**src/rtl/ldpc_bitflip_decode.sv**
```systemverilog
// ldpc_bitflip_decode
// Hard-decision LDPC bit-flipping decoder. Accepts one N-bit received word
// together with a row-major flattened (N-K)xN parity-check matrix, then
// alternates syndrome evaluation and majority bit flipping until the
// syndrome is zero or MAX_ITER flips have been performed.
//
// Optional build macro: LDPC_BF_STATUS_EN adds o_success / o_iters.
//
// Ports
//   clk            rising-edge clock
//   i_rst          synchronous active-high reset
//   i_valid        input word present (accepted in IDLE)
//   i_codeword     received word, bit c = position c
//   i_parity_check H matrix, H[r][c] = i_parity_check[r*N + c]
//   o_ready        block can accept a word
//   o_valid        one-cycle pulse, o_codeword holds a new result
//   o_codeword     decoded word, held until next result
//   o_success      (status build) final syndrome was zero
//   o_iters        (status build) number of flip iterations performed
module ldpc_bitflip_decode #(
    parameter int unsigned N        = 6,
    parameter int unsigned K        = 3,
    parameter int unsigned MAX_ITER = 8
) (
    input  logic                            clk,
    input  logic                            i_rst,
    input  logic                            i_valid,
    input  logic [N-1:0]                    i_codeword,
    input  logic [(N-K)*N-1:0]              i_parity_check,
    output logic                            o_ready,
    output logic                            o_valid,
`ifdef LDPC_BF_STATUS_EN
    output logic                            o_success,
    output logic [$clog2(MAX_ITER+1)-1:0]   o_iters,
`endif
    output logic [N-1:0]                    o_codeword
);

    localparam int unsigned M  = N - K;
    localparam int unsigned HW = M * N;
    localparam int unsigned CW = $clog2(M + 1);
    localparam int unsigned IW = $clog2(MAX_ITER + 1);

    typedef enum logic [1:0] {
        IDLE = 2'd0,
        SYND = 2'd1,
        FLIP = 2'd2,
        DONE = 2'd3
    } state_e;

    state_e          state_q, state_d;
    logic [N-1:0]    w_q, w_d;
    logic [HW-1:0]   h_q, h_d;
    logic [M-1:0]    s_q, s_d;
    logic [IW-1:0]   iter_q, iter_d;
    logic            succ_q, succ_d;
    logic            ready_q, ready_d;
    logic            valid_q, valid_d;
    logic [N-1:0]    cw_q, cw_d;
`ifdef LDPC_BF_STATUS_EN
    logic            o_succ_q, o_succ_d;
    logic [IW-1:0]   o_iters_q, o_iters_d;
`endif

    logic [M-1:0]    syn_c;
    logic [CW-1:0]   cnt_c [N];
    logic [CW-1:0]   max_c;
    logic [N-1:0]    flip_c;

    // Syndrome of the working word: one parity per H row
    always_comb begin
        syn_c = '0;
        for (int r = 0; r < int'(M); r++) begin
            syn_c[r] = ^(h_q[r*N +: N] & w_q);
        end
    end

    // Unsatisfied-check count per bit, its maximum, and the flip mask
    // (all bits tied at the maximum flip; nothing flips if the maximum is 0)
    always_comb begin
        max_c  = '0;
        flip_c = '0;
        for (int c = 0; c < int'(N); c++) begin
            cnt_c[c] = '0;
            for (int r = 0; r < int'(M); r++) begin
                cnt_c[c] = cnt_c[c] + CW'(s_q[r] & h_q[r*N + c]);
            end
            if (cnt_c[c] > max_c) begin
                max_c = cnt_c[c];
            end
        end
        for (int c = 0; c < int'(N); c++) begin
            flip_c[c] = (cnt_c[c] == max_c) && (max_c != '0);
        end
    end

    // Next-state and output-register values
    always_comb begin
        state_d = state_q;
        w_d     = w_q;
        h_d     = h_q;
        s_d     = s_q;
        iter_d  = iter_q;
        succ_d  = succ_q;
        valid_d = 1'b0;
        cw_d    = cw_q;
`ifdef LDPC_BF_STATUS_EN
        o_succ_d  = o_succ_q;
        o_iters_d = o_iters_q;
`endif
        case (state_q)
            IDLE: begin
                if (i_valid) begin
                    w_d     = i_codeword;
                    h_d     = i_parity_check;
                    iter_d  = '0;
                    state_d = SYND;
                end
            end
            SYND: begin
                s_d = syn_c;
                if (syn_c == '0) begin
                    succ_d  = 1'b1;
                    state_d = DONE;
                end else if (iter_q == IW'(MAX_ITER)) begin
                    succ_d  = 1'b0;
                    state_d = DONE;
                end else begin
                    state_d = FLIP;
                end
            end
            FLIP: begin
                w_d     = w_q ^ flip_c;
                iter_d  = iter_q + IW'(1);
                state_d = SYND;
            end
            DONE: begin
                cw_d    = w_q;
                valid_d = 1'b1;
`ifdef LDPC_BF_STATUS_EN
                o_succ_d  = succ_q;
                o_iters_d = iter_q;
`endif
                state_d = IDLE;
            end
            default: state_d = IDLE;
        endcase
        // Ready stays low through the result cycle, although IDLE already accepts then
        ready_d = (state_d == IDLE) && (state_q != DONE);
    end

    always_ff @(posedge clk) begin
        if (i_rst) begin
            state_q <= IDLE;
            w_q     <= '0;
            h_q     <= '0;
            s_q     <= '0;
            iter_q  <= '0;
            succ_q  <= 1'b0;
            ready_q <= 1'b1;
            valid_q <= 1'b0;
            cw_q    <= '0;
`ifdef LDPC_BF_STATUS_EN
            o_succ_q  <= 1'b0;
            o_iters_q <= '0;
`endif
        end else begin
            state_q <= state_d;
            w_q     <= w_d;
            h_q     <= h_d;
            s_q     <= s_d;
            iter_q  <= iter_d;
            succ_q  <= succ_d;
            ready_q <= ready_d;
            valid_q <= valid_d;
            cw_q    <= cw_d;
`ifdef LDPC_BF_STATUS_EN
            o_succ_q  <= o_succ_d;
            o_iters_q <= o_iters_d;
`endif
        end
    end

    assign o_ready    = ready_q;
    assign o_valid    = valid_q;
    assign o_codeword = cw_q;
`ifdef LDPC_BF_STATUS_EN
    assign o_success  = o_succ_q;
    assign o_iters    = o_iters_q;
`endif

endmodule

```
**config.mk**
```make
export PLATFORM = sky130hd
export DESIGN_NAME = ldpc_bitflip_decode
export DESIGN_NICKNAME = d
export VERILOG_FILES = /design/src/rtl/ldpc_bitflip_decode.sv
export SDC_FILE = /design/constraint.sdc
export NUM_CORES = 1
export LEC_CHECK = 0
export CORE_ASPECT_RATIO = 1.4
export CORE_MARGIN = 2
export CORE_UTILIZATION = 56
export CTS_CLUSTER_SIZE = 30
export DETAILED_ROUTE_END_ITERATION = 12
export GPL_ROUTABILITY_DRIVEN = 0
export PLACE_DENSITY = 0.79
export SLEW_MARGIN = 20
export SYNTH_ARGS = -nofsm -noshare
export SYNTH_HDL_FRONTEND = slang
export SYNTH_SLANG_ARGS = --single-unit
```
**constraint.sdc**
```tcl
create_clock -name clk -period 8.1 [get_ports clk]
set_clock_uncertainty 0.15 [all_clocks]
set_input_delay 0.81 -clock clk [delete_from_list [all_inputs] [get_ports clk]]
set_output_delay 0.81 -clock clk [all_outputs]
set_load 0.1 [all_outputs]
```
Yosys cells after proc, flatten, opt, wreduce, memory -nomap -nowiden
Cells that the tools add are included.
{ "totals": {"latchBits": 0, "romBits": 0, "elab_cells": 93, "memories": 0, "out_inout_bits": 8, "input_bits": 27, "ram_bits": 0, "reg_bits": 41} }
{ "op_classes": {"addsub": 13, "mul": 0, "n_bitwise": 22, "div": 0, "n_reduce_logical": 17, "order_cmp": 6, "eq_ne": 12, "shifts": 0, "mux": 15} }
{ "op_table": {"columns": ["cell", "count"], "rows": [
  ["AND 1 bit", 18],
  ["AND 6 bit", 3],
  ["parity 6 bit", 3],
  ["2-to-1 mux 2 bit", 7],
  ["adder 1 x 1 -> 2 bit", 6],
  ["adder 2 x 1 -> 2 bit", 6],
  ["== test 2 bit", 6],
  ["one-hot mux 6 bit (2 select lines)", 1],
  ["greater-than comparator 2 bit", 5],
  ["one-hot mux 2 bit (4 select lines)", 1],
  ["one-hot mux 4 bit (2 select lines)", 1],
  ["logical AND 1 bit", 7],
  ["2-to-1 mux 6 bit", 1],
  ["bitwise XOR 6 bit", 1],
  ["adder 4 x 1 -> 4 bit (second input constant)", 1],
  ["== test 2 bit (second input constant)", 2],
  ["== test 4 bit (second input constant)", 1],
  ["zero test 2 bit", 2],
  ["2-to-1 mux 4 bit", 1],
  ["inequality test 2 bit (second input constant)", 2],
  ["AND reduction 2 bit", 2],
  ["nonzero test 2 bit", 2],
  ["zero test 3 bit", 1],
  ["2-to-1 mux 1 bit", 3],
  ["other kinds (2)", 2]
]} }

Depth between registers and ports, before layout
Gate-level depths: netlist of run 1.
{ "depth": {"ltp_word": 19, "depth_mapped": 29, "depth_no_buf": 29} }

Worst setup path after synthesis of run 1
OpenSTA, ideal clock, no wires.
{ "synth_timing": {"path_kind": "reg2reg", "start": "reg s_q[0]", "end": "reg w_q[1]", "slack_ps": 2168, "path_buffers": 0, "path_stages_with_launch": 28, "arrival_ps": 5658, "setup_ps": 123, "synth_period_minus_slack_ps": 5932, "path_cell_list": "dfxtp_1 and2_1 fa_1 inv_1 ha_1 nor2b_1 o21ai_0 and2_1 ha_1 a21oi_1 o21ai_0 o21a_1 ha_1 nor2b_1 a2bb2oi_1 mux2_4 and2_2 ha_1 nand2_1 o21ai_1 nor2_1 a31o_4 ha_1 nor2b_1 o21ai_0 mux2i_4 mux2i_1 mux2_1"} }
{ "synth_via": {"elab_chain_cells": 19, "word_cells_on_any_way": 35} }
{ "synth_lines": {"columns": ["item", "line", "text"], "rows": [
  ["start, declared", "54", "logic [M-1:0] s_q, s_d;"],
  ["start signal, assigned", "157", "s_q <= '0;"],
  ["start signal, assigned", "171", "s_q <= s_d;"],
  ["AND 1 bit", "86", "cnt_c[c] = cnt_c[c] + CW'(s_q[r] & h_q[r*N + c]);"],
  ["adder 1 x 1 -> 2 bit", "86", null],
  ["adder 2 x 1 -> 2 bit", "86", null],
  ["greater-than comparator 2 x 1 -> 1 bit", "88", "if (cnt_c[c] > max_c) begin"],
  ["2-to-1 mux 2 bit", "88", null],
  ["greater-than comparator 2 bit", "88", null],
  ["2-to-1 mux 2 bit", "88", null],
  ["greater-than comparator 2 bit", "88", null],
  ["[3 not listed]", null, null],
  ["greater-than comparator 2 bit", "88", null],
  ["2-to-1 mux 2 bit", "88", null],
  ["greater-than comparator 2 bit", "88", null],
  ["2-to-1 mux 2 bit", "88", null],
  ["== test 2 bit / nonzero test 2 bit (equally long branches)", "93", "flip_c[c] = (cnt_c[c] == max_c) && (max_c != '0);"],
  ["logical AND 1 bit (*)", "93", null],
  ["bitwise XOR 6 bit (*)", "133", "w_d = w_q ^ flip_c;"],
  ["one-hot mux 6 bit (2 select lines) (*)", "111", "case (state_q)"],
  ["end signal, assigned", "169", "w_q <= w_d;"],
  ["end, declared", "52", "logic [N-1:0] w_q, w_d;"]
]} }
Every way passes the cells marked *; elsewhere a longest branch is shown, timed or not.
A chain may end at the register's enable or synchronous reset.

Worst setup path in the final report of run 1
{ "layout_timing": {"start": "reg s_q[0]", "end": "reg w_q[3]"} }
The elaborated chain is that of the path after synthesis.

==> results of run 1 <==
-- final timing paths --
path / startpoint / to / slack, ns
max: s_q[0] / w_q[3] / 1.53
min: o_codeword[2] / o_codeword[2] / 0.31
max reg2reg: s_q[0] / w_q[3] / 1.53
min reg2reg: o_codeword[2] / o_codeword[2] / 0.31
-- synthesized netlist by cell type, types with 2 or more instances --
library cell and number:
clkbuf_1 13, xor2_1 10, o21a_1 3, a2bb2oi_1 2, ha_1 17, fa_1 6, mux2_1 3, nand2_1 78
a21o_2 2, dfxtp_1 41, nor2_1 22, buf_1 4, nand3_1 18, or3_1 4, nor3_1 5, a31oi_1 2
and3_1 4, inv_1 13, xnor2_1 10, and2_1 21, nor2b_1 6, o21ai_0 5, a21oi_1 38, a211oi_1 4
mux2i_1 4, nand2b_1 4, o211ai_1 3
-- worst max-delay path, stage by stage (launching register included) --
cell,delay (ns)
dfxtp_1,0.35
and2_1,0.17
fa_1,0.58
inv_1,0.09
ha_1,0.32
nor2b_1,0.13
o21ai_0,0.21
and2_1,0.19
ha_1,0.25
a21oi_1,0.17
o21ai_0,0.16
o21a_1,0.14
ha_1,0.17
nor2b_1,0.10
a2bb2oi_1,0.26
mux2_4,0.35
and2_2,0.20
ha_1,0.27
nand2_1,0.07
o21ai_1,0.12
nor2_1,0.18
a31o_4,0.14
ha_1,0.14
nor2b_1,0.04
o21ai_0,0.46
mux2i_4,0.45
mux2i_1,0.26
mux2_1,0.33
-- cell families (layout without fill, tap and decap cells) --
family / Yosys count / in the layout
buffers and inverters: 30 / 55
AND/OR/NAND/NOR: 167 / 167
flip-flops: 41 / 41
multiplexers: 9 / 9
AO/OA/AOI/OAI: 63 / 63
adder cells (fa/ha/maj): 23 / 23
XOR/XNOR: 20 / 20
-- metrics by stage --
stage,util (%),std cells
global placement,66.60,433
finish,68.56,440
detailed placement,66.60,433
global route,68.56,440
CTS,68.56,440
floorplan,-,353
-- layout make-up --
| class | instances | area (sq um) | share of cell area [%] |
|---|---|---|---|
| tap | 62 | 77.57 | 2.455 |
| inverter | 13 | 48.80 | 1.545 |
| multi-input combinational | 282 | 1774 | 56.16 |
| timing repair buffer | 35 | 347.8 | 11.01 |
| sequential | 41 | 820.8 | 25.98 |
| clock inverter | 1 | 7.507 | 0.2376 |
| clock buffer | 6 | 82.58 | 2.614 |
-- layer usage --
layer	GRT usage, %	vias up	routed length, microns
li1	-	1220	-
met1	29.41	1127	2778
met2	44.57	43	3137
met3	4.156	14	151
met4	9.899	0	181
met5	0	-	0
-- where the power goes --
part	switching [mW]	leakage, nW	internal [mW]
Sequential	0.0220	0.335	0.217
Combinational	0.130	0.829	0.108
Clock	0.0705	0.0433	0.0674
Total	0.223	1.21	0.393
-- sequential cells by signal, indices dropped and copies added, names as in the netlist --
register	count
s_q	3
w_q	6
h_q	18
iter_q	4
state_q	2
o_ready	1
o_valid	1
o_codeword	6
==> run summary, run 1 <==
IO Port Bufs - 34
Setup TNS - 0 ns
Vias per Instance - 5.464
Most used flip-flop cell after synthesis - dfxtp_1
Die area - 5415 sq um
# diodes - 0
Yosys top cell area share - 30.31%
Nets - 428
P per Cell Area - 194.8 nW/um^2
Fraction of layout cells with a size suffix above 1 - 4.233%
FMAX - 0.1522 GHz
Net Count, Synth - 403
Hold WC Path Type - reg -> reg
DRT antenna net count - 0
Total grt overflow - 0
Mean Syn Cell Area - 7.670 sq um
First-pass detailed-route iteration total - 4
Rows - 29
Sequential share of the synthesized area - 30.31%
WHS - 0.3091 ns
CP Class - reg -> reg
Synth Area in Compound Gates - 13.96%
Nature of the critical path endpoint - flop
Pre-CTS setup slack - 1.631 ns
Final worst slack - 1.531 ns
DR iter-0 viols - 100
Synth Area in XOR/XNOR - 6.470%
Reg2reg path depth - 27
Post-layout minimum cycle time - 6.569 ns
DRC - 0
Die Ht - 86.28 microns
Largest net degree at the start of global routing - 47
Post-synth EDFFs - 0
CTS Root Cell - clkbuf_8
Leak Pwr - 1.208 nW
Crit path DAT - 6.61 ns
Vias - 2,404
Worst-path clk slew - 0.08 ns
VDD IR max - 0.0001595 V
Final total power - 615.3 uW
Largest family of logic cells by synthesized area - simple AND/OR/NAND/NOR gates
Commonest non-fill, non-tap cells in the layout - nand2_1, dfxtp_1, a21oi_1
Rel. slew slack - 35.21%
Placed Area - 3069 sq um
Hold path depth - 2
Hold Buf Count CTS - 0
Mapped Area - 2708 sq um
CTS Buf Count - 5
CTS Sinks - 41
Drt wl/cell - 14.20 microns
Post-synth cell types - 38
Post-Synth Adder-Cell Area - 12.29%
CTS Buffer Depth - 2
Final hold violations - 0
Drt total wl - 6.249 mm
Post-CTS setup buffer count - 0
Simple-Gate Fraction of Synth Area - 28.70%
Flops & latches, synth - 41
Htree depth - 2
Syn Inst Count - 353
Worst-Skew Late Latency - 0.30 ns
Initial Util - 58.76%
Asr flop ratio synth - 0%
Max-cap violations - 0
HPWL Detailed - 4.726 mm
Synth warnings - 0
Least-Margin Pin Slew - 0.9688 ns
Leading cell type in the layout, fill and taps excluded - nand2_1
First-pass GRT wire length - 10.63 mm
Synth area leader - dfxtp_1
Status - completed
Core ar. - 4608 sq um
Fin area - 3159 sq um
Initial antenna violation count - 0
Max Transition Viols Final - 0
Synth area leaders - dfxtp_1, nand2_1, ha_1, a21oi_1, and2_1
Total track usage - 24.79%
Crit Path Max Fanout - 7
Fill cells - 419
Area growth syn-to-layout - 16.68%
Critical Path Start Type - flop
Post-CTS sizing - 0
# IOs - 35
CTS tree - built
Number of setup violations in the final report - 0
Crit path required time - 8.14 ns
RSZ-0062 raised after global routing - no
Vias in the first global route - 2,363
Post-synthesis mux area share - 4.113%
Die outline width - 62.77 microns
Period utilization - 81.09%
(Power assumes the default switching activity.)
==> inputs of run 2 (changes only) <==
Settings changed: CORE_UTILIZATION 56 to 50, PLACE_DENSITY 0.79 to 0.74.
Clock period 8.1 ns to 5.7 ns, I/O delays scaled along.
==> run 2 against run 1 <==
  * Count of clock-buffer cells in the layout unchanged
  * First-iteration DRC count rose by 18%
  * Power rose by 86%
  * Highest routed layer unchanged
==> run summary, run 2 (synthesized netlist as in run 1, its figures left out) <==
Status - completed
# IOs - 35 (unchanged)
Worst-path clk slew - 0.08 ns (about the same)
Least-Margin Pin Slew - 0.9705 ns (+0.001642 ns)
Leak Pwr - 1.369 nW (+13%)
First-pass GRT wire length - 11.54 mm (+8.6%)
DR iter-0 viols - 118 (+18%)
Delay-heaviest family, CP - adder cells
CTS tree - built
Post-layout minimum cycle time - 5.687 ns (-0.8814 ns)
Vias - 2,534 (+5.4%)
Most used cell, CP - ha_4
Vias in the first global route - 2,583 (+9.3%)
CTS Buf Count - 5 (unchanged)
Drt total wl - 6.922 mm (+11%)
CP peak stage delay - 0.57 ns (about the same)
First-pass detailed-route iteration total - 4 (unchanged)
Total track usage - 24.60% (-0.19 points)
Rel. slew slack - 35.10% (-0.11 points)
RSZ-0062 raised after global routing - yes
R2R Setup Slk - 0.01 ns (-1.52 ns)
DRT antenna net count - 0 (unchanged)
Initial antenna violation count - 0 (unchanged)
HPWL Detailed - 4.859 mm (+2.8%)
VDD IR max - 0.0002239 V (+40%)
CTS Root Cell - clkbuf_8
Htree depth - 2 (unchanged)
Max Transition Viols Final - 0 (unchanged)
Die area - 6028 sq um (+11%)
Max-cap violations - 0 (unchanged)
Number of setup violations in the final report - 0 (unchanged)
Core ar. - 5197 sq um (+13%)
CTS Sinks - 41 (unchanged)
Leading cell type in the layout, fill and taps excluded - nand2_1
FMAX - 0.1758 GHz (+15%)
Multi-input logic area - 1943 sq um (+9.5%)
Nets - 451 (+5.4%)
Hold WC Path Type - reg -> reg
Fill cells - 470 (+12%)
Hold Buf Count CTS - 0 (unchanged)
CP Buf/Inv Count - 1 (unchanged)
Total grt overflow - 0 (unchanged)
Fraction of layout cells with a size suffix above 1 - 17.41% (+13 points)
Crit path DAT - 5.72 ns (-0.89 ns)
# diodes - 0 (unchanged)
Rows - 31 (+6.9%)
Critical Path Start Type - flop
Sequential Area - 824.5 sq um (+0.46%)
Drt wl/cell - 14.79 microns (+4.1%)
Period utilization - 99.78% (+19 points)
Nature of the critical path endpoint - flop
WHS - 0.3119 ns (+0.002833 ns)
P per Cell Area - 323.1 nW/um^2 (+66%)
Worst-Skew Late Latency - 0.30 ns (about the same)
Most flops, register - h_q
Commonest non-fill, non-tap cells in the layout - nand2_1, dfxtp_1, a21oi_1
CP Class - reg -> reg
Final hold violations - 0 (unchanged)
Layout Cells excl Fill - 468 (+6.4%)
Vias per Instance - 5.415 (-0.90%)
Die Ht - 91.07 microns (+5.6%)
CTS Buffer Depth - 2 (unchanged)
Inst Count DP - 452 (+4.4%)
Largest register FFs - 18 (unchanged)
Area growth syn-to-layout - 30.73%
Die outline width - 66.20 microns (+5.5%)
Largest net degree at the start of global routing - 47 (unchanged)
IO Port Bufs - 34 (unchanged)
DRC - 0 (unchanged)
Crit Path Max Fanout - 4 (-3)
Crit path required time - 5.74 ns (-2.40 ns)
Initial Util - 52.09% (-6.7 points)
Slowest CP cell - fa_1
Setup TNS - 0 ns (unchanged)
## run 2: path summary, 6_finish.rpt
path | startpoint | end | depth (start not counted)
max reg2reg | h_q[1] | w_q[4] | 27
max | h_q[1] | w_q[4] | 27
min reg2reg | o_codeword[2] | o_codeword[2] | 2
min | o_codeword[2] | o_codeword[2] | 2
## run 2: worst min-delay path, delay by kind of cell, from the launching register on
kind	cells	cell delay, ns
flip-flops	1	0.32
AND/OR/NAND/NOR	1	0.05
AO/OA/AOI/OAI	1	0.05
## run 2: area by class of cell
class                           instances  area share, %
Tap cell                               66          2.333
Multi-Input combinational cell        282          54.90
Clock buffer                            6          2.333
Timing Repair Buffer                   58          14.70
Inverter                               13          1.379
Clock inverter                          2          1.060
Sequential cell                        41          23.29
## run 2: what timing repair did
item                                    CTS  global route
buffers inserted                          5             3
gates resized for setup                  23            14
pin swaps                                 8            10
endpoints found under the setup margin    6             6
## run 2: metrics by stage
stage	setup slack (ns)	area (sq um)	total power [mW]	utilization, %
floorplan	0.01363	2721	0.6196	-
global placement	-0.04095	3201	0.7314	61.58
detailed placement	-0.2496	3201	0.7470	61.58
CTS	0.004594	3457	1.067	66.51
global route	-0.1186	3540	1.199	68.10
finish	0.01279	3540	1.144	68.10
## run 2: layer usage
layer,GRT usage [%],up-vias,part of all wire (%)
li1,-,1272,-
met2,44.17,57,52
met1,28.43,1192,43
met5,0,-,0
met3,3.346,13,2.8
met4,9.864,0,2.3
## run 2: power breakdown
part | switching [mW] | internal (mW)
clock | 0.105 | 0.142
combinational | 0.273 | 0.286
sequential | 0.0278 | 0.309
==> inputs of run 3 (changes only) <==
Settings changed: CORE_ASPECT_RATIO 1.4 to 2.
==> run 3 against run 2 <==
  * The flow now finishes with violations (setup timing)
  * Die area grew 0.45%
  * Final area rose by 1.2%
  * Utilization up 1.0 points
  * Combinational power grew 15%
  * Sequential share of layout area fell by 0.25 points
  * Worst setup slack got worse by 0.041 ns
  * Via count grew 2.4%
  * Critical endpoint is now w_q[3]
==> run summary, run 3 (synthesized netlist as in run 1, its figures left out) <==
RSZ-0062 raised after global routing - yes
Largest register FFs - 18 (unchanged)
Pre-CTS setup slack - -0.2946 ns (-0.04502 ns)
Die area - 6056 sq um (+0.45%)
CTS Buffer Depth - 2 (unchanged)
Htree depth - 2 (unchanged)
Largest net degree at the start of global routing - 47 (unchanged)
CTS Root Cell - clkbuf_8
Nature of the critical path endpoint - flop
FMAX - 0.1746 GHz (-0.71%)
CP startpoint - h_q[1]
Worst-path clk slew - 0.08 ns (about the same)
Commonest non-fill, non-tap cells in the layout - nand2_1, a21oi_1, dfxtp_1
Total track usage - 24.93% (+0.33 points)
Drt wl/cell - 15.67 microns (+6.0%)
Drt total wl - 7.320 mm (+5.7%)
CP Class - reg -> reg
Final hold violations - 0 (unchanged)
Crit Path Max Fanout - 4 (unchanged)
CP endpoint - w_q[3]
Most flops, register - h_q
CTS Buf Count - 5 (unchanged)
Most used cell, CP - ha_4
Worst-Skew Late Latency - 0.30 ns (about the same)
IO Port Bufs - 34 (unchanged)
Hold path depth - 2 (unchanged)
Period utilization - 100.5% (+0.71 points)
Leak Pwr - 1.407 nW (+2.7%)
Rel. slew slack - 34.32% (-0.78 points)
Rows - 37 (+19%)
Core ar. - 5185 sq um (-0.24%)
Fill cells - 440 (-6.4%)
Reg2reg path depth - 27 (unchanged)
CTS Sinks - 41 (unchanged)
Leading cell type in the layout, fill and taps excluded - nand2_1
DR iter-0 viols - 82 (-31%)
CTS tree - built
Vias per Instance - 5.559 (+2.7%)
Total grt overflow - 0 (unchanged)
HPWL Detailed - 5.175 mm (+6.5%)
Crit path required time - 5.75 ns (about the same)
Fraction of layout cells with a size suffix above 1 - 19.56% (+2.1 points)
Area growth syn-to-layout - 32.35%
Worst R2R End - w_q[3]
VDD IR max - 0.0002852 V (+27%)
Max Transition Viols Final - 0 (unchanged)
Vias in the first global route - 2,632 (+1.9%)
DRC - 0 (unchanged)
Slowest CP cell - fa_1
Die Ht - 108.1 microns (+19%)
CP peak stage delay - 0.56 ns (about the same)
Critical Path Start Type - flop
Crit path DAT - 5.78 ns (+0.06 ns)
Failing checks - setup timing
First-pass detailed-route iteration total - 4 (unchanged)
# IOs - 35 (unchanged)
Initial Util - 52.22% (+0.13 points)
Die outline width - 56.04 microns (-15%)
Vias - 2,596 (+2.4%)
Number of setup violations in the final report - 1 (+1)
Status - finished, violations left
Final worst slack - -0.02785 ns (-0.04064 ns)
R2R Setup Slk - -0.03 ns (-0.04 ns)
Least-Margin Pin Slew - 0.9851 ns (+0.01467 ns)
DRT antenna net count - 0 (unchanged)
Nets - 458 (+1.6%)
Initial antenna violation count - 0 (unchanged)
P per Cell Area - 325.7 nW/um^2 (+0.82%)
# diodes - 0 (unchanged)
Hold WC Path Type - reg -> reg
Reg-to-Reg Start - h_q[1]
First-pass GRT wire length - 11.73 mm (+1.6%)
Max-cap violations - 0 (unchanged)
Post-layout minimum cycle time - 5.728 ns (+0.04064 ns)
Final total power - 1.167 mW (+2.1%)
run 3: area by class of cell:
type / instances / area, sq um / share of cell area, %
multi-input combinational: 282 / 1977 / 55.17
sequential: 41 / 825.8 / 23.04
timing repair buffer: 65 / 576.8 / 16.10
clock buffer: 6 / 72.57 / 2.025
tap: 58 / 72.57 / 2.025
inverter: 13 / 48.80 / 1.362
clock inverter: 2 / 10.01 / 0.2793
run 3: worst min-delay path by stage:
stage,slack [ns],startpoint,endpoint
5_1_grt,0.33,o_codeword[1],o_codeword[1]
2_1_floorplan,0.29,h_q[10],h_q[10]
3_5_place_dp,0.30,o_codeword[5],o_codeword[5]
3_3_place_gp,0.30,o_codeword[2],o_codeword[2]
6_report,0.31,o_codeword[3],o_codeword[3]
4_1_cts,0.31,o_codeword[3],o_codeword[3]
run 3: what timing repair did:
action                                  in CTS  in global routing
pin swaps                                    7                 16
resized for setup                           19                 25
endpoints found under the setup margin       6                  6
hold buffers                                 0                  0
hold endpoints to repair                     0                  0
buffers inserted                             5                  9
run 3: critical path, delay by kind of cell, from the launching register on:
family | cells | cell delay [ns]
multiplexers | 4 | 1.33
buffers and inverters | 1 | 0.06
AO/OA/AOI/OAI | 8 | 1.16
flip-flops | 1 | 0.32
AND/OR/NAND/NOR | 8 | 0.82
adder cells (fa/ha/maj) | 6 | 1.78
run 3: through the flow:
stage / std cells / setup TNS [ns] / cell area, sq um / utilization (%) / hold slack (ns)
after floorplan: 353 / 0 / 2721 / - / 0.2948
after global placement: 445 / -0.06193 / 3198 / 61.68 / 0.2975
after detailed placement: 445 / -1.030 / 3198 / 61.68 / 0.2990
after CTS: 458 / 0 / 3406 / 65.69 / 0.3129
after global routing: 467 / -0.7307 / 3583 / 69.11 / 0.3280
final: 467 / -0.02785 / 3583 / 69.11 / 0.3140
run 3: metal layers:
metal / routed length (microns) / GRT usage (%) / vias to the layer above
met3: 225 / 4.067 / 33
met4: 464 / 18.20 / 0
met1: 2699 / 25.21 / 1227
li1: - / - / 1281
met5: 0 / 0 / -
met2: 3931 / 44.96 / 55
run 3: report_power, final:
group | internal [mW] | leakage, nW | switching [mW]
clock | 0.0849 | 0.0450 | 0.102
combinational | 0.342 | 1.02 | 0.299
sequential | 0.310 | 0.337 | 0.0295
==> edit 1: new RTL, settings of run 2 <==
Re-encode `state_e` (4 states) as one-hot, 4 bits wide.
--- a/src/rtl/ldpc_bitflip_decode.sv
+++ b/src/rtl/ldpc_bitflip_decode.sv
@@ -42,9 +42,9 @@
     localparam int unsigned IW = $clog2(MAX_ITER + 1);
 
-    typedef enum logic [1:0] {
-        IDLE = 2'd0,
-        SYND = 2'd1,
-        FLIP = 2'd2,
-        DONE = 2'd3
+    typedef enum logic [3:0] {
+        IDLE = 4'b0001,
+        SYND = 4'b0010,
+        FLIP = 4'b0100,
+        DONE = 4'b1000
     } state_e;
 
Behaviour: same outputs for any inputs over 4 cycles, from zero or initial values and one cycle with i_rst high; so few cycles prove little.
==> edit 1 against run 2 <==
Cell area grew 2.7%. Die area up 3.6%. Area after synthesis rose by 3.8%. Wire length grew 0.62%. Global-route usage down 1.2 points. Sequential cell count is 2 higher. Setup slack improved by 0.096 ns. Non-clock buffer count fell by 1. Highest routed layer unchanged.
Power is not compared: it rests on default switching activity, and its combinational part moved more than twofold at a synthesized area within 25%.
==> edit 1: results (changes against run 2) <==
----------------------------------------------------
[Status]
  Run status ... complete, no violations (unchanged)

[STA]
  Crit path setup slack, layout ... 0.109 ns (was 0.0128 ns)
  Slew of the pin with the lowest slew margin ... 0.983 ns (was 0.970 ns)

[Final layout]
  Antenna cells ... 0 (unchanged)
  Number of flip-flops under the largest register name ... 18 (unchanged)
  Share of post-route cells with drive strength above 1 ... 17.8% (was 17.4%)

[GRT]
  Via count of the first global-routing pass ... 2529 (was 2583)
  Largest net degree at the start of global routing ... 49 (was 47)
  First-pass GRT wire length ... 11300 um (was 11500 um)
  Antenna violations before repair ... 0 (unchanged)
  Met3 global-route usage ... 3.04% (was 3.35%)
  GR Util met2 ... 41.6% (was 44.2%)
  Global Route Usage Sum ... 23.4% (was 24.6%)
  GRT met1 Usage ... 27.1% (was 28.4%)

[Pwr]
  Power Internal ... 0.550 mW
  VDD IR-drop max ... 0.000192 V
  Leakage dissipation ... 1.45 nW

[Logic synthesis]
  Cell types with the largest area share after synthesis ... sky130_fd_sc_hd__dfxtp_1 (31%), sky130_fd_sc_hd__nand2_1 (9.6%), sky130_fd_sc_hd__ha_1 (7.6%), sky130_fd_sc_hd__fa_1 (4.3%), sky130_fd_sc_hd__and2_1 (4.2%) (was sky130_fd_sc_hd__dfxtp_1 (30%), sky130_fd_sc_hd__nand2_1 (11%), sky130_fd_sc_hd__ha_1 (7.9%), sky130_fd_sc_hd__a21oi_1 (7.0%), sky130_fd_sc_hd__and2_1 (4.9%))
  Synthesized net count ... 397 (was 403)
  Synthesized instance count ... 347 (was 353)
  Number of warning messages in the yosys log ... 0 (unchanged)
  Sequential-to-total area share from yosys stat ... 30.6% (was 30.3%)
  Synth unique cells ... 50 (was 38)
  Post-synth top cells ... sky130_fd_sc_hd__nand2_1 (72), sky130_fd_sc_hd__dfxtp_1 (43), sky130_fd_sc_hd__nor2_1 (29) (was sky130_fd_sc_hd__nand2_1 (78), sky130_fd_sc_hd__dfxtp_1 (41), sky130_fd_sc_hd__a21oi_1 (38))

[Min path]
  Hold Crit Depth ... 2 (unchanged)

[Critical path]
  Cell with the biggest individual delay on the critical path ... sky130_fd_sc_hd__fa_2 (was sky130_fd_sc_hd__fa_1)
  Longest individual stage delay on the worst path ... 0.57 ns (about the same)
  Crit path arrival time ... 5.62 ns (was 5.72 ns)
  Maximum fanout encountered on the critical timing path ... 6 (was 4)
  R2R cell count ... 28 (was 27)

[Placement]
  Estimated wirelength of the detail-placed design ... 5010 um (was 4860 um)
  Worst slack at placement ... -0.191 ns (was -0.250 ns)
  Total instance count after detailed placement ... 454 (was 452)

[Detailed routing]
  DR vias ... 2556 (was 2534)
  Mean number of vias per cell ... 5.48 (was 5.41)
  DRC violation total after the first TritonRoute iteration ... 87 (was 118)
  Post-detailed-route wirelength per cell ... 14.9 um (was 14.8 um)
  DR pass1 iterations ... 4 (unchanged)

[Clock network]
  Clock Path Buffers ... 2 (unchanged)
  Clock buffer count from CTS ... 5 (unchanged)
  Clk Latency, worst-skew pair ... 0.30 ns (about the same)
  Count of H-tree levels built during CTS ... 2 (unchanged)

----------------------------------------------------
==> edit 1: changes by cell type after synthesis, moves of 4 or more <==
cell	delta
sky130_fd_sc_hd__mux2i_1	+7
sky130_fd_sc_hd__nor2_1	+7
sky130_fd_sc_hd__nand2b_1	-4
sky130_fd_sc_hd__nand2_1	-6
sky130_fd_sc_hd__clkbuf_1	-4
sky130_fd_sc_hd__nand3_1	-11
sky130_fd_sc_hd__o2111ai_1	+4
sky130_fd_sc_hd__nand3b_1	+7
sky130_fd_sc_hd__nand4_1	+4
sky130_fd_sc_hd__or3_1	-4
sky130_fd_sc_hd__a21oi_1	-16
==> edit 1: path summary, 6_finish.rpt <==
check	startpoint	endpoint	slack, ns
max	s_q[0]	w_q[3]	0.11
min reg2reg	h_q[1]	h_q[1]	0.34
max reg2reg	s_q[0]	w_q[3]	0.11
min	h_q[1]	h_q[1]	0.34
==> edit 1: layout make-up <==
type | count | area, um^2
Multi-Input combinational cell | 276 | 1980
Sequential cell | 43 | 865
Fill cell | 452 | 1850
Tap cell | 68 | 85.1
Inverter | 14 | 52.6
Clock buffer | 5 | 68.8
Clock inverter | 3 | 67.6
Timing Repair Buffer | 57 | 513
==> edit 1: routing by layer <==
metal,vias to the layer above,share of wire [%],routed length [um]
met4,0,3.0,206
met1,1207,41,2820
met2,51,54,3740
li1,1281,-,-
met3,17,2.8,196
met5,-,0,0
==> edit 1: worst max-delay path, delay by kind of cell (launching register included) <==
| family | cells | cell delay (ns) |
|---|---|---|
| fa+ha+maj | 6 | 1.95 |
| compound gates | 11 | 1.70 |
| simple gates | 9 | 1.15 |
| flops | 1 | 0.34 |
| buf+inv | 2 | 0.19 |
==> edit 1: per-stage QoR <==
stage | instance area (um^2) | hold slack [ns]
floorplan | 2830 | 0.295
global placement | 3340 | 0.312
detailed placement | 3340 | 0.320
CTS | 3520 | 0.333
global route | 3640 | 0.349
finish | 3640 | 0.335
==> edit 1: cell families (layout without fill, tap and decap cells) <==
logic type      Yosys count  after routing  synth area share, %
fa+ha+maj                23             23                 11.8
xor+xnor                 22             22                 6.85
buf+inv                  28             79                 4.14
mux                      11             11                 3.92
compound gates           54             54                 13.7
simple gates            166            166                 29.0
flops                    43             43                 30.6
==> edit 1: power by group through the flow <==
stage / registers (mW) / clock network, mW / logic [mW]
2_1_floorplan: 0.335 / 0 / 0.0688
3_3_place_gp: 0.337 / 0 / 0.109
3_5_place_dp: 0.338 / 0 / 0.111
4_1_cts: 0.331 / 0.286 / 0.114
5_1_grt: 0.333 / 0.296 / 0.135
6_report: 0.331 / 0.283 / 0.123
==> edit 1: repair_timing <==
| item | 4_1_cts | 5_1_grt |
|---|---|---|
| endpoints found under the setup margin | 6 | 6 |
| pin swaps | 0 | 18 |
| buffers inserted | 1 | 3 |
| resized for setup | 10 | 24 |
==> edit 2: new RTL, flow settings as in run 2 <==
Made on the original files. The parameter `N` goes from 6 to 7.
--- a/src/rtl/ldpc_bitflip_decode.sv
+++ b/src/rtl/ldpc_bitflip_decode.sv
@@ -19,5 +19,5 @@
 //   o_iters        (status build) number of flip iterations performed
 module ldpc_bitflip_decode #(
-    parameter int unsigned N        = 6,
+    parameter int unsigned N        = 7,
     parameter int unsigned K        = 3,
     parameter int unsigned MAX_ITER = 8
Ports: changed (resized i_codeword, i_parity_check and o_codeword); port bits go from 35 to 47. No check against the original RTL was run, so the function may have changed too.
==> edit 2 against run 2 <==
Highest routed layer unchanged. Area after synthesis rose by 49%. Wire length grew 79%. The flow now finishes with violations (setup timing). Power increased by 7.2%. Sequential cell count increased by 13. Cell area grew 66%. Sequential share of layout area down 4.7 points. Setup slack lost 3.4 ns.
==> edit 2: results (changes against run 2) <==
----------------------------------------------------
[Critical path]
  R2R cell count ... 47 (was 27)
  Crit path arrival time ... 9.20 ns (was 5.72 ns)
  Termination of the worst setup path ... w_q[1] (was w_q[4])
  Longest individual stage delay on the worst path ... 0.54 ns (was 0.57 ns)
  Reg2reg end ... w_q[1] (was w_q[4])

[STA]
  Relative slew slack ... 31.7% (was 35.1%)
  Count of endpoints failing setup in the final report ... 7 (was 0)
  Crit path setup slack, layout ... -3.41 ns (was 0.0128 ns)
  Worst hold slack ... 0.310 ns (was 0.312 ns)

[GRT]
  First-pass GRT wire length ... 19600 um (was 11500 um)
  Met3 global-route usage ... 3.83% (was 3.35%)
  Via count of the first global-routing pass ... 4251 (was 2583)

[Final layout]
  Final net count ... 744 (was 451)
  Share of post-route cells with drive strength above 1 ... 28.2% (was 17.4%)
  Number of flip-flops under the largest register name ... 28 (was 18)

[Status]
  Run status ... finished, violations left (was complete, no violations)
  Violations in the final reports ... setup timing

[Clock network]
  Clock-pin slew on the worst setup and hold paths ... 0.10 ns (was 0.08 ns)

[Placement]
  Estimated wirelength of the detail-placed design ... 9230 um (was 4860 um)
  IO Port Bufs ... 46 (was 34)

[Detailed routing]
  DR vias ... 4196 (was 2534)
  Total length of routed wires ... 12400 um (was 6920 um)
  Routed wire length on met2 ... 6560 um (was 3620 um)

[Logic synthesis]
  Post-synth top cells ... sky130_fd_sc_hd__nand2_1 (114), sky130_fd_sc_hd__a21oi_1 (54), sky130_fd_sc_hd__dfxtp_1 (54) (was sky130_fd_sc_hd__nand2_1 (78), sky130_fd_sc_hd__dfxtp_1 (41), sky130_fd_sc_hd__a21oi_1 (38))
  Synth unique cells ... 53 (was 38)
  Synthesized net count ... 602 (was 403)

[Pwr]
  VDD IR-drop max ... 0.000205 V (was 0.000224 V)

----------------------------------------------------
edit 2: cell types whose count changed after synthesis, sizes merged, moves of 9 or more:
| cell | change |
|---|---|
| xnor2 | +19 |
| ha | +17 |
| nor2 | +9 |
| o21ai | +9 |
| inv | +11 |
| nand2 | +36 |
| dfxtp | +13 |
| a31oi | +10 |
| a21oi | +16 |
edit 2: cell families after synthesis:
group	Yosys count	share of synthesized area [%]
mux	12	3.39
buf+inv	45	4.20
flops	54	26.9
fa+ha+maj	41	14.1
xor+xnor	40	8.71
simple gates	212	23.8
compound gates	119	19.0
edit 2: area by class of cell:
cell class                 instances  share of cell area [%]
clock buffer                       5                    1.17
clock inverter                     3                   0.683
inverter                          24                    1.58
multi-input combinational        424                    53.4
sequential                        54                    18.6
tap                              100                    2.14
timing repair buffer             156                    22.4
edit 2: report_power, final:
group / internal [mW] / switching, mW
clock: 0.129 / 0.129
combinational: 0.270 / 0.258
sequential: 0.405 / 0.0346
total: 0.805 / 0.421
edit 2: critical path, delay by kind of cell (launching register included):
kind / cells / cell delay [ns]
AO/OA/AOI/OAI: 18 / 3.32
adder cells (fa/ha/maj): 9 / 2.48
AND/OR/NAND/NOR: 14 / 1.89
multiplexers: 2 / 0.48
flip-flops: 1 / 0.36
buffers and inverters: 4 / 0.32
edit 2: repair_timing:
item / 4_1_cts / 5_1_grt
gates cloned: 0 / 0
setup buffers: 18 / 8
endpoints found under the hold margin: 0 / 0
pin swaps: 32 / 18
resized for setup: 23 / 22
setup endpoints to repair: 7 / 7
edit 2: per-stage QoR:
step	setup TNS (ns)	power, mW	area, um^2	cells
global route	-25.65	1.28	5860	766
detailed placement	-23.19	0.877	5370	734
CTS	-22.57	1.18	5690	758
floorplan	-20.55	0.704	4230	523
global placement	-21.06	0.864	5370	734
finish	-23.10	1.23	5860	766
